==> config.mk <==
export PLATFORM = sky130hd
export DESIGN_NAME = sync_arith_unit_4_core
export DESIGN_NICKNAME = d
export VERILOG_FILES = /design/src/rtl/sync_arith_unit_4_core.sv
export SDC_FILE = /design/constraint.sdc
export NUM_CORES = 1
export LEC_CHECK = 0
export CORE_MARGIN = 2
export CORE_UTILIZATION = 25
export CTS_BUF_LIST = sky130_fd_sc_hd__clkbuf_16
export DETAILED_ROUTE_END_ITERATION = 10
export GPL_ROUTABILITY_DRIVEN = 0
export PLACE_DENSITY = 0.53
export REMOVE_ABC_BUFFERS = 1
export SETUP_SLACK_MARGIN = 0.2
export SYNTH_ARGS = -nofsm -noshare
export SYNTH_HDL_FRONTEND = slang
export SYNTH_SLANG_ARGS = --single-unit
==> constraint.sdc <==
create_clock -name i_clk -period 3.9 [get_ports i_clk]
set_clock_uncertainty 0.15 [all_clocks]
set_input_delay 0.585 -clock i_clk [delete_from_list [all_inputs] [get_ports i_clk]]
set_output_delay 0.585 -clock i_clk [all_outputs]
set_load 0.05 [all_outputs]
==> src/rtl/sync_arith_unit_4_core.sv <==
// -----------------------------------------------------------------------------
// sync_arith_unit_4_core
// Four-operation signed arithmetic/logic unit with registered result and
// status flags. All outputs update one rising edge after operand sampling.
//
// Operations (low 2 bits of i_op):
//   00 : A - 2*B (signed, range-checked)
//   01 : signed A < B, zero-extended
//   10 : A ^ B
//   11 : two's complement -> sign-magnitude conversion of A
//
// Ports:
//   i_clk     clock, rising edge
//   i_reset   synchronous active-high reset
//   i_arg_A   operand A, M bits, two's complement
//   i_arg_B   operand B, M bits, two's complement (unused by op 11)
//   i_op      opcode, N bits; bits above bit 1 must be zero
//   o_result  registered result, M bits
//   o_status  registered flags {ERR, PARITY, ONES, ZEROS}
//
// Build option:
//   SYNC_ARITH_SAT_EN  when defined, op 00 overflow saturates the result to
//                      the signed M-bit limit (ERR still set, other flags
//                      taken from the saturated value).
// -----------------------------------------------------------------------------
module sync_arith_unit_4_core #(
  parameter int unsigned N = 2,
  parameter int unsigned M = 4
) (
  input  logic         i_clk,
  input  logic         i_reset,
  input  logic [M-1:0] i_arg_A,
  input  logic [M-1:0] i_arg_B,
  input  logic [N-1:0] i_op,
  output logic [M-1:0] o_result,
  output logic [3:0]   o_status
);

  localparam int unsigned WX = M + 2;

  localparam logic [1:0] OP_SUB2 = 2'b00;
  localparam logic [1:0] OP_SLT  = 2'b01;
  localparam logic [1:0] OP_XOR  = 2'b10;
  localparam logic [1:0] OP_SM   = 2'b11;

  logic [M-1:0]  r_result;
  logic [3:0]    r_status;

  logic          w_op_illegal;
  logic [WX-1:0] w_a_ext;
  logic [WX-1:0] w_b2_ext;
  logic [WX-1:0] w_diff;
  logic          w_sub_ovf;
  logic [M-2:0]  w_abs;
  logic          w_a_min;
  logic [M-1:0]  w_res;
  logic          w_err;
  logic          w_sat;
  logic [M-1:0]  w_res_next;
  logic [3:0]    w_status_next;

  // Opcode bits above bit 1 only exist for N > 2.
  generate
    if (N > 2) begin : g_op_hi
      assign w_op_illegal = |i_op[N-1:2];
    end else begin : g_op_lo
      assign w_op_illegal = 1'b0;
    end
  endgenerate

  // A - 2*B at M+2 bits; fits in M bits iff the top three bits agree.
  assign w_a_ext   = {{2{i_arg_A[M-1]}}, i_arg_A};
  assign w_b2_ext  = {i_arg_B[M-1], i_arg_B, 1'b0};
  assign w_diff    = w_a_ext - w_b2_ext;
  assign w_sub_ovf = !((w_diff[WX-1] == w_diff[WX-2]) && (w_diff[WX-2] == w_diff[M-1]));

  // Magnitude of a negative A; the most-negative value has none.
  assign w_abs   = (~i_arg_A[M-2:0]) + (M-1)'(1);
  assign w_a_min = i_arg_A[M-1] && (i_arg_A[M-2:0] == '0);

  // Operation select and error detection.
  always_comb begin
    w_res = '0;
    w_err = 1'b0;
    w_sat = 1'b0;
    unique case (i_op[1:0])
      OP_SUB2: begin
        w_res = w_diff[M-1:0];
        w_err = w_sub_ovf;
`ifdef SYNC_ARITH_SAT_EN
        w_sat = w_sub_ovf;
        if (w_sub_ovf) begin
          // Sign of the wide difference gives the overflow direction.
          w_res = w_diff[WX-1] ? {1'b1, {(M-1){1'b0}}} : {1'b0, {(M-1){1'b1}}};
        end
`endif
      end
      OP_SLT: begin
        w_res = M'($signed(i_arg_A) < $signed(i_arg_B));
      end
      OP_XOR: begin
        w_res = i_arg_A ^ i_arg_B;
      end
      OP_SM: begin
        w_res = i_arg_A[M-1] ? {1'b1, w_abs} : i_arg_A;
        w_err = w_a_min;
      end
      default: begin
        w_res = '0;
      end
    endcase
    if (w_op_illegal) begin
      w_err = 1'b1;
      w_sat = 1'b0;
    end
  end

  // Flag generation; a non-saturated error clears result and lower flags.
  always_comb begin
    w_res_next    = w_res;
    w_status_next = {w_err, ^w_res, &w_res, ~|w_res};
    if (w_err && !w_sat) begin
      w_res_next    = '0;
      w_status_next = 4'b1000;
    end
  end

  // Output registers with synchronous reset.
  always_ff @(posedge i_clk) begin
    if (i_reset) begin
      r_result <= '0;
      r_status <= 4'b0000;
    end else begin
      r_result <= w_res_next;
      r_status <= w_status_next;
    end
  end

  assign o_result = r_result;
  assign o_status = r_status;

endmodule

After elaboration in Yosys (flattened, before gate mapping)
Cells that the tools add are included.

Magnitude comparators: 1. Bitwise gates (word level): 2. Reductions and logical operators: 10. Add/subtract/negate cells: 2. Eq/ne operators: 5. Multiplexer cells: 4.

Operator list (count): $pmux W4 S4 (1); $mux W4 (2); $sub A4 B5 Y6 (1); $eq A2 B2 Y1 const B (2); $lt A4 B4 Y1 (1); $reduce_and A4 Y1 (1); $reduce_or A4 Y1 (1); $reduce_xor A4 Y1 (1); $xor A4 B4 Y4 (1); $add A3 B1 Y3 const B (1); $logic_not A3 Y1 (1); $not A3 Y3 (1); $eq A1 B1 Y1 (2); $eq A2 B1 Y1 const B (1); $logic_and A1 B1 Y1 (2); $logic_not A1 Y1 (2); $logic_not A2 Y1 (1); $pmux W1 S2 (1); $reduce_or A2 Y1 (1).

Register bits: 8. Word-level logic and storage cells: 27. Bits of input ports: 12.

Depth between registers and ports, before layout
Gate-level depths: netlist (run 1).

Depth after elaboration: 7. Gate-level depth with buffers: 11. Mapped depth without buffers: 11.

Least setup slack after synthesis (run 1)
Ideal clock, no wire load.

Path type: input to register. Start point: in i_arg_A[1]. End point: reg r_status[0] (netlist: o_status[0]). Stages on the path: 9. Path slack: 1502 ps. Data required time: 3618 ps. Data arrival time: 2116 ps. Buffers on the path: 0. Setup time: 132 ps. Cell sequence: inv_1 ha_1 inv_1 fa_1 xnor2_1 xnor2_1 nor3_1 o41ai_4 nor2_1.

Longest elaborated chain between the ends: 6.

RTL lines: start, declared (RTL line 32) `input logic [M-1:0] i_arg_A,`; $sub A4 B5 Y6 or $not A3 Y3 (tied branches) (RTL line 74, 78); $eq A1 B1 Y1 or $add A3 B1 Y3 (tied branches) (RTL line 75, 78); $logic_and A1 B1 Y1 or $mux W4 (tied branches) (RTL line 75, 105); $logic_not A1 Y1 or $pmux W4 S4 (tied branches) (RTL line 75, 86); $pmux W1 S2 or $reduce_or A4 Y1 (tied branches) (RTL line 86, 121); $reduce_or A2 Y1 (no line) or $logic_not A1 Y1 (tied branches); end signal, assigned (RTL line 135) `r_status <= w_status_next;`; end, declared (RTL line 47) `logic [3:0] r_status;`.

Parallel ways exist; a longest one is shown, timed or not. A chain may end at the register's enable or synchronous reset.

Worst setup path in the final report (run 1)
Ends and elaborated chain as after synthesis.

==> metrics, run 1 <==
Num CTS Buffers 3; CTS Hold Bufs 0; CTS resizes 0; routed wire length roughly 1500 um; CP endpoint kind flip-flop; drt wl/cell slightly below 10 um; Area Growth Syn to Fin 39.2%; Design Power between 0.0003 and 0.0004 W; cell count after synthesis 95; First-pass DRT Iterations 4; area of the mapped netlist between 700 and 800 um2; Setup Viol. Count Final 0; sequential-to-total area share from yosys stat around a fifth; initial antenna violation count 0; status completed; Crit Path Category input pin to flip-flop; number of remaining DRC errors 0; first-pass GRT wire length about 2800 um; HP Class input pin to flip-flop; antenna-violating nets left 0; fillers between 300 and 400; largest net degree at the start of global routing 10; Fin. Hold Viols 0; DIE AREA ~3600 um2; clk buf depth 2; Critical Path Max Stage Delay about 0.43 ns; CTS sink count 8; root buffer cell clkbuf_16; maxcap violations 0; clock-pin slew on the worst setup and hold paths around 0.04 ns; critical path data required time 3.85 ns; Die Wd 59.6 um; Worst Setup Start Kind input pin; layout cells sized above 1 4.31%; Max VDD drop approximately 0.00020 V; crit path cell chain clkdlybuf4s50_1, inv_1, ha_1, inv_1, fa_1, xnor2_1, xnor2_1, nor3_1, o41ai_4, nor2_1; final setup TNS 0 ns; initial core utilization around a quarter; vias in the first global route 679; global-route usage over all layers 10.1%; die height 59.6 um; Netlist cell types 24; Slew headroom about two thirds; IO buf count 19; TritonCTS clock tree done; Max Freq 355 MHz; DP Wirelength between 1000 and 1500 um; vias per cell roughly 4.4; Nets 149; area of the multi-input gates between 500 and 600 um2; Final Max Slew Viols 0; largest delay contributor family on the critical path adder cells; Static Leak ~0.53 nW; Rows 20; CP arrival 2.76 ns; total global routing overflow 0; synthesis warning total 0; register area approximately 160 um2; worst-path maximum fanout 7; Top-Level Pins 20; Worst-Margin Slew between 0.4 and 0.5 ns; H-Tree Depth 1; crit path time final 2.81 ns; final period utilization between 70% and 80%; vias post-DR roughly 660; RSZ-0062 raised after global routing no; Slowest cell on crit path clkdlybuf4s50_1; worst hold slack around 0.79 ns; DRT iter0 DRCs 15; syn_area_per_cell a little over 8 um2; pwr dens 365 nW/um2; commonest cells after routing, fill and taps aside inv_1 (19), clkdlybuf4s50_1 (19), ha_1 (18); Setup Buffers After CTS 0; #FFs+latches synth 8; ANT cells 0; WP buf/inv 3; CORE AREA 3000 um2
-- worst paths after layout --
check | startpoint | endpoint | slack, ns | depth (start not counted)
max | i_arg_A[1] | o_status[0] | 1.09 | 10
min | i_reset | o_status[3] | 0.79 | 2
-- per-stage QoR --
| stage | worst slack, ns | std cells | util, % | instance area (um2) |
|---|---|---|---|---|
| 6_report | 1.09 | 149 | 35.8 | 1080 |
| 2_1_floorplan | 1.50 | 94 | - | 769 |
| 3_5_place_dp | 0.821 | 146 | 33.3 | 1000 |
| 3_3_place_gp | 0.840 | 146 | 33.3 | 1000 |
| 4_1_cts | 1.05 | 149 | 35.8 | 1080 |
| 5_1_grt | 0.897 | 149 | 35.8 | 1080 |
-- synthesized netlist by cell type (all sizes together) --
| cell | instances | area share (%) |
|---|---|---|
| nor2b | 1 | 0.81 |
| dfxtp | 8 | 21 |
| a221oi | 2 | 2.3 |
| o41ai | 1 | 3.6 |
| nand2 | 6 | 2.9 |
| a221o | 1 | 1.3 |
| xnor2 | 3 | 3.4 |
| nand3b | 1 | 0.97 |
| ha | 18 | 29 |
| nand3 | 2 | 1.3 |
| or3b | 1 | 1.1 |
| nor3 | 3 | 1.9 |
| clkbuf | 1 | 0.48 |
| a22oi | 1 | 0.97 |
| fa | 1 | 2.6 |
| a21oi | 2 | 1.3 |
| nor2 | 12 | 5.8 |
| a21o | 2 | 1.9 |
| o31a | 2 | 2.4 |
| inv | 19 | 9.2 |
| o21ai | 7 | 4.5 |
| o211a | 1 | 1.3 |
-- power breakdown --
| group | internal [W] | total (W) | switching, W |
|---|---|---|---|
| logic | 0.0000563 | 0.000133 | 0.0000770 |
| clock network | 0.000132 | 0.000168 | 0.0000362 |
| registers | 0.0000898 | 0.0000916 | 0.00000187 |
-- logic make-up (layout without fill, tap and decap cells) --
kind of cell,count (synthesis),count (layout),share of synthesized area [%]
simple gates,26,26,14.9
buf+inv,20,41,9.71
fa+ha+maj,19,19,31.7
compound gates,19,19,19.6
flops,8,8,20.7
xor+xnor,3,3,3.40
-- layout make-up --
cell class / count / area share [%]
clock buffers: 3 / 6.98
multi-input cells: 67 / 50.0
well taps: 33 / 3.84
repair buffers: 19 / 17.7
flip-flops and latches: 8 / 14.9
inverters: 19 / 6.63
-- routing by layer --
layer	up-vias	share of wire [%]	global-route usage (%)
met3	0	4.7	3.06
met4	0	0	1.90
met1	286	49	13.0
met2	12	46	16.8
met5	-	0	0
li1	358	-	-
-- registers in the layout (all words and copies together) (netlist names) --
name / count
o_result: 4
o_status: 4
No activity file was read; power rests on OpenSTA's default activity.
==> run 2, diff against run 1 <==
clock period = 2.8 ns   (was 3.9 ns; I/O delays follow)
==> run 2 against run 1 <==
Compared with the run above: global-route usage grew 0.68 points; first-iteration DRC count shrank 87%; worst setup slack lost 0.72 ns; combinational power grew 62%; cell count grew 8.1%; highest routed layer is now met4; hold slack lost 0.21 ns; via count grew 7.3%; sequential cell count is the same.
==> metrics, run 2 (same netlist as run 1, synthesis figures left out) <==
placed insts around 160; CTS Hold Bufs 0; die height between 50 and 60 um; pwr dens between 400 and 500 nW/um2; Area Growth Syn to Fin 53.6%; Top-Level Pins 20; critical path data required time between 2 and 3 ns; Slew headroom about two thirds; antenna-violating nets left 0; IO buf count 19; initial antenna violation count 0; TritonCTS clock tree done; Static Leak roughly 0.61 nW; CP arrival about 2.4 ns; final period utilization 86.9%; RSZ-0062 raised after global routing no; Slowest cell on crit path clkdlybuf4s50_1; Setup Viol. Count Final 0; hold path startpoint i_arg_B[0]; fillers ~330; gr busiest metal met2; vias post-DR about 700; worst-path maximum fanout 3; Crit Path Category input pin to flip-flop; fin cells 161; global-route usage over all layers 10.8%; number of remaining DRC errors 0; Nets 161; DP Wirelength 1340 um; CP endpoint kind flip-flop; status completed; HP Class input pin to flip-flop; post-route cell area 1190 um2; Die Wd a little under 60 um; worst hold slack 0.579 ns; most used cell, CP ha_1; root buffer cell clkbuf_16; Rows 20; DRT iter0 DRCs 2; commonest cells after routing, fill and taps aside inv_1 (18), ha_1 (17), clkdlybuf4s50_1 (17); crit path time final around 2.4 ns; CORE AREA ~3000 um2; most common cell after layout, fill and taps aside inv_1; largest net degree at the start of global routing 10; routed wire length between 1500 and 2000 um; Num CTS Buffers 3; Fin. Hold Viols 0; maxcap violations 0; Critical Path Max Stage Delay 0.45 ns; met1 Track Usage GR 13.5%; clock-pin slew on the worst setup and hold paths around 0.040 ns; total global routing overflow 0; DIE AREA 3550 um2; Final Max Slew Viols 0; met3 Use GR approximately 3.9%; initial core utilization 25.8%; Worst Setup Start Kind input pin; Worst-Margin Slew roughly 0.50 ns; CP Launch Point i_arg_B[1]; Max Freq a little over 400 MHz; met2 usage 17.4%; register area 160 um2; drt wl/cell ~10 um; dpl cell area roughly 1100 um2; CTS sink count 8; area of the multi-input gates 554 um2; First-pass DRT Iterations 4; Setup Buffers After CTS 0; crit path cell chain clkdlybuf4s50_1, inv_1, ha_1, nor2b_1, o21ai_0, a22oi_1, o31a_1, ha_1, xnor2_1, nor2_1; H-Tree Depth 1; vias in the first global route between 700 and 800; vias per cell between 4 and 5; ANT cells 0; layout cells sized above 1 between 15 and 20%; clk buf depth 2; first-pass GRT wire length 2940 um; Max VDD drop between 0.0002 and 0.00025 V
[run 2: cell types whose count changed in the layout (fill, tap and decap cells not counted), sizes merged]
cell / delta
buf: +12
clkdlybuf4s50: -2
dlymetal6s2s: +2
[run 2: final timing paths]
path,endpoint,cells after the start
max,o_status[2],10
min,o_result[1],4
[run 2: power breakdown]
| part | internal (W) | switching [W] |
|---|---|---|
| logic | 0.000100 | 0.000115 |
| registers | 0.000125 | 0.00000268 |
| clock network | 0.000184 | 0.0000553 |
[run 2: cell type report]
type	count	share of cell area [%]
Inverter	19	6.01
Clock buffer	3	6.32
Multi-Input combinational cell	67	46.7
Tap cell	33	3.48
Timing Repair Buffer	31	24.0
Sequential cell	8	13.5
[run 2: worst max-delay path, delay by kind of cell]
kind / cells / cell delay [ns]
xor gates and xnor gates: 1 / 0.14
and+or+nand+nor: 2 / 0.18
buffers and inverters: 2 / 0.52
adders and majority gates: 2 / 0.60
AOI/OAI and AO/OA: 3 / 0.53
[run 2: repair_timing]
action / 4_1_cts / 5_1_grt
endpoints found under the setup margin: 7 / 8
pin swaps: 0 / 5
gates resized for setup: 2 / 6
[run 2: layer usage]
layer  vias up  wire, um  part of all wire, %
li1        383         -                    -
met1       309       790                   49
met2        10       727                   45
met3         2        75                  4.7
met4         0        13                 0.81
met5         -         0                    0
[run 2: metrics by stage]
stage	power, W	TNS [ns]	worst slack [ns]	utilization (%)
floorplan	0.000259	0	0.567	-
global route	0.000620	0	0.219	39.5
CTS	0.000591	0	0.251	39.2
global placement	0.000340	-0.106	-0.0218	36.3
detailed placement	0.000341	-0.521	-0.0812	36.3
finish	0.000582	0	0.367	39.5
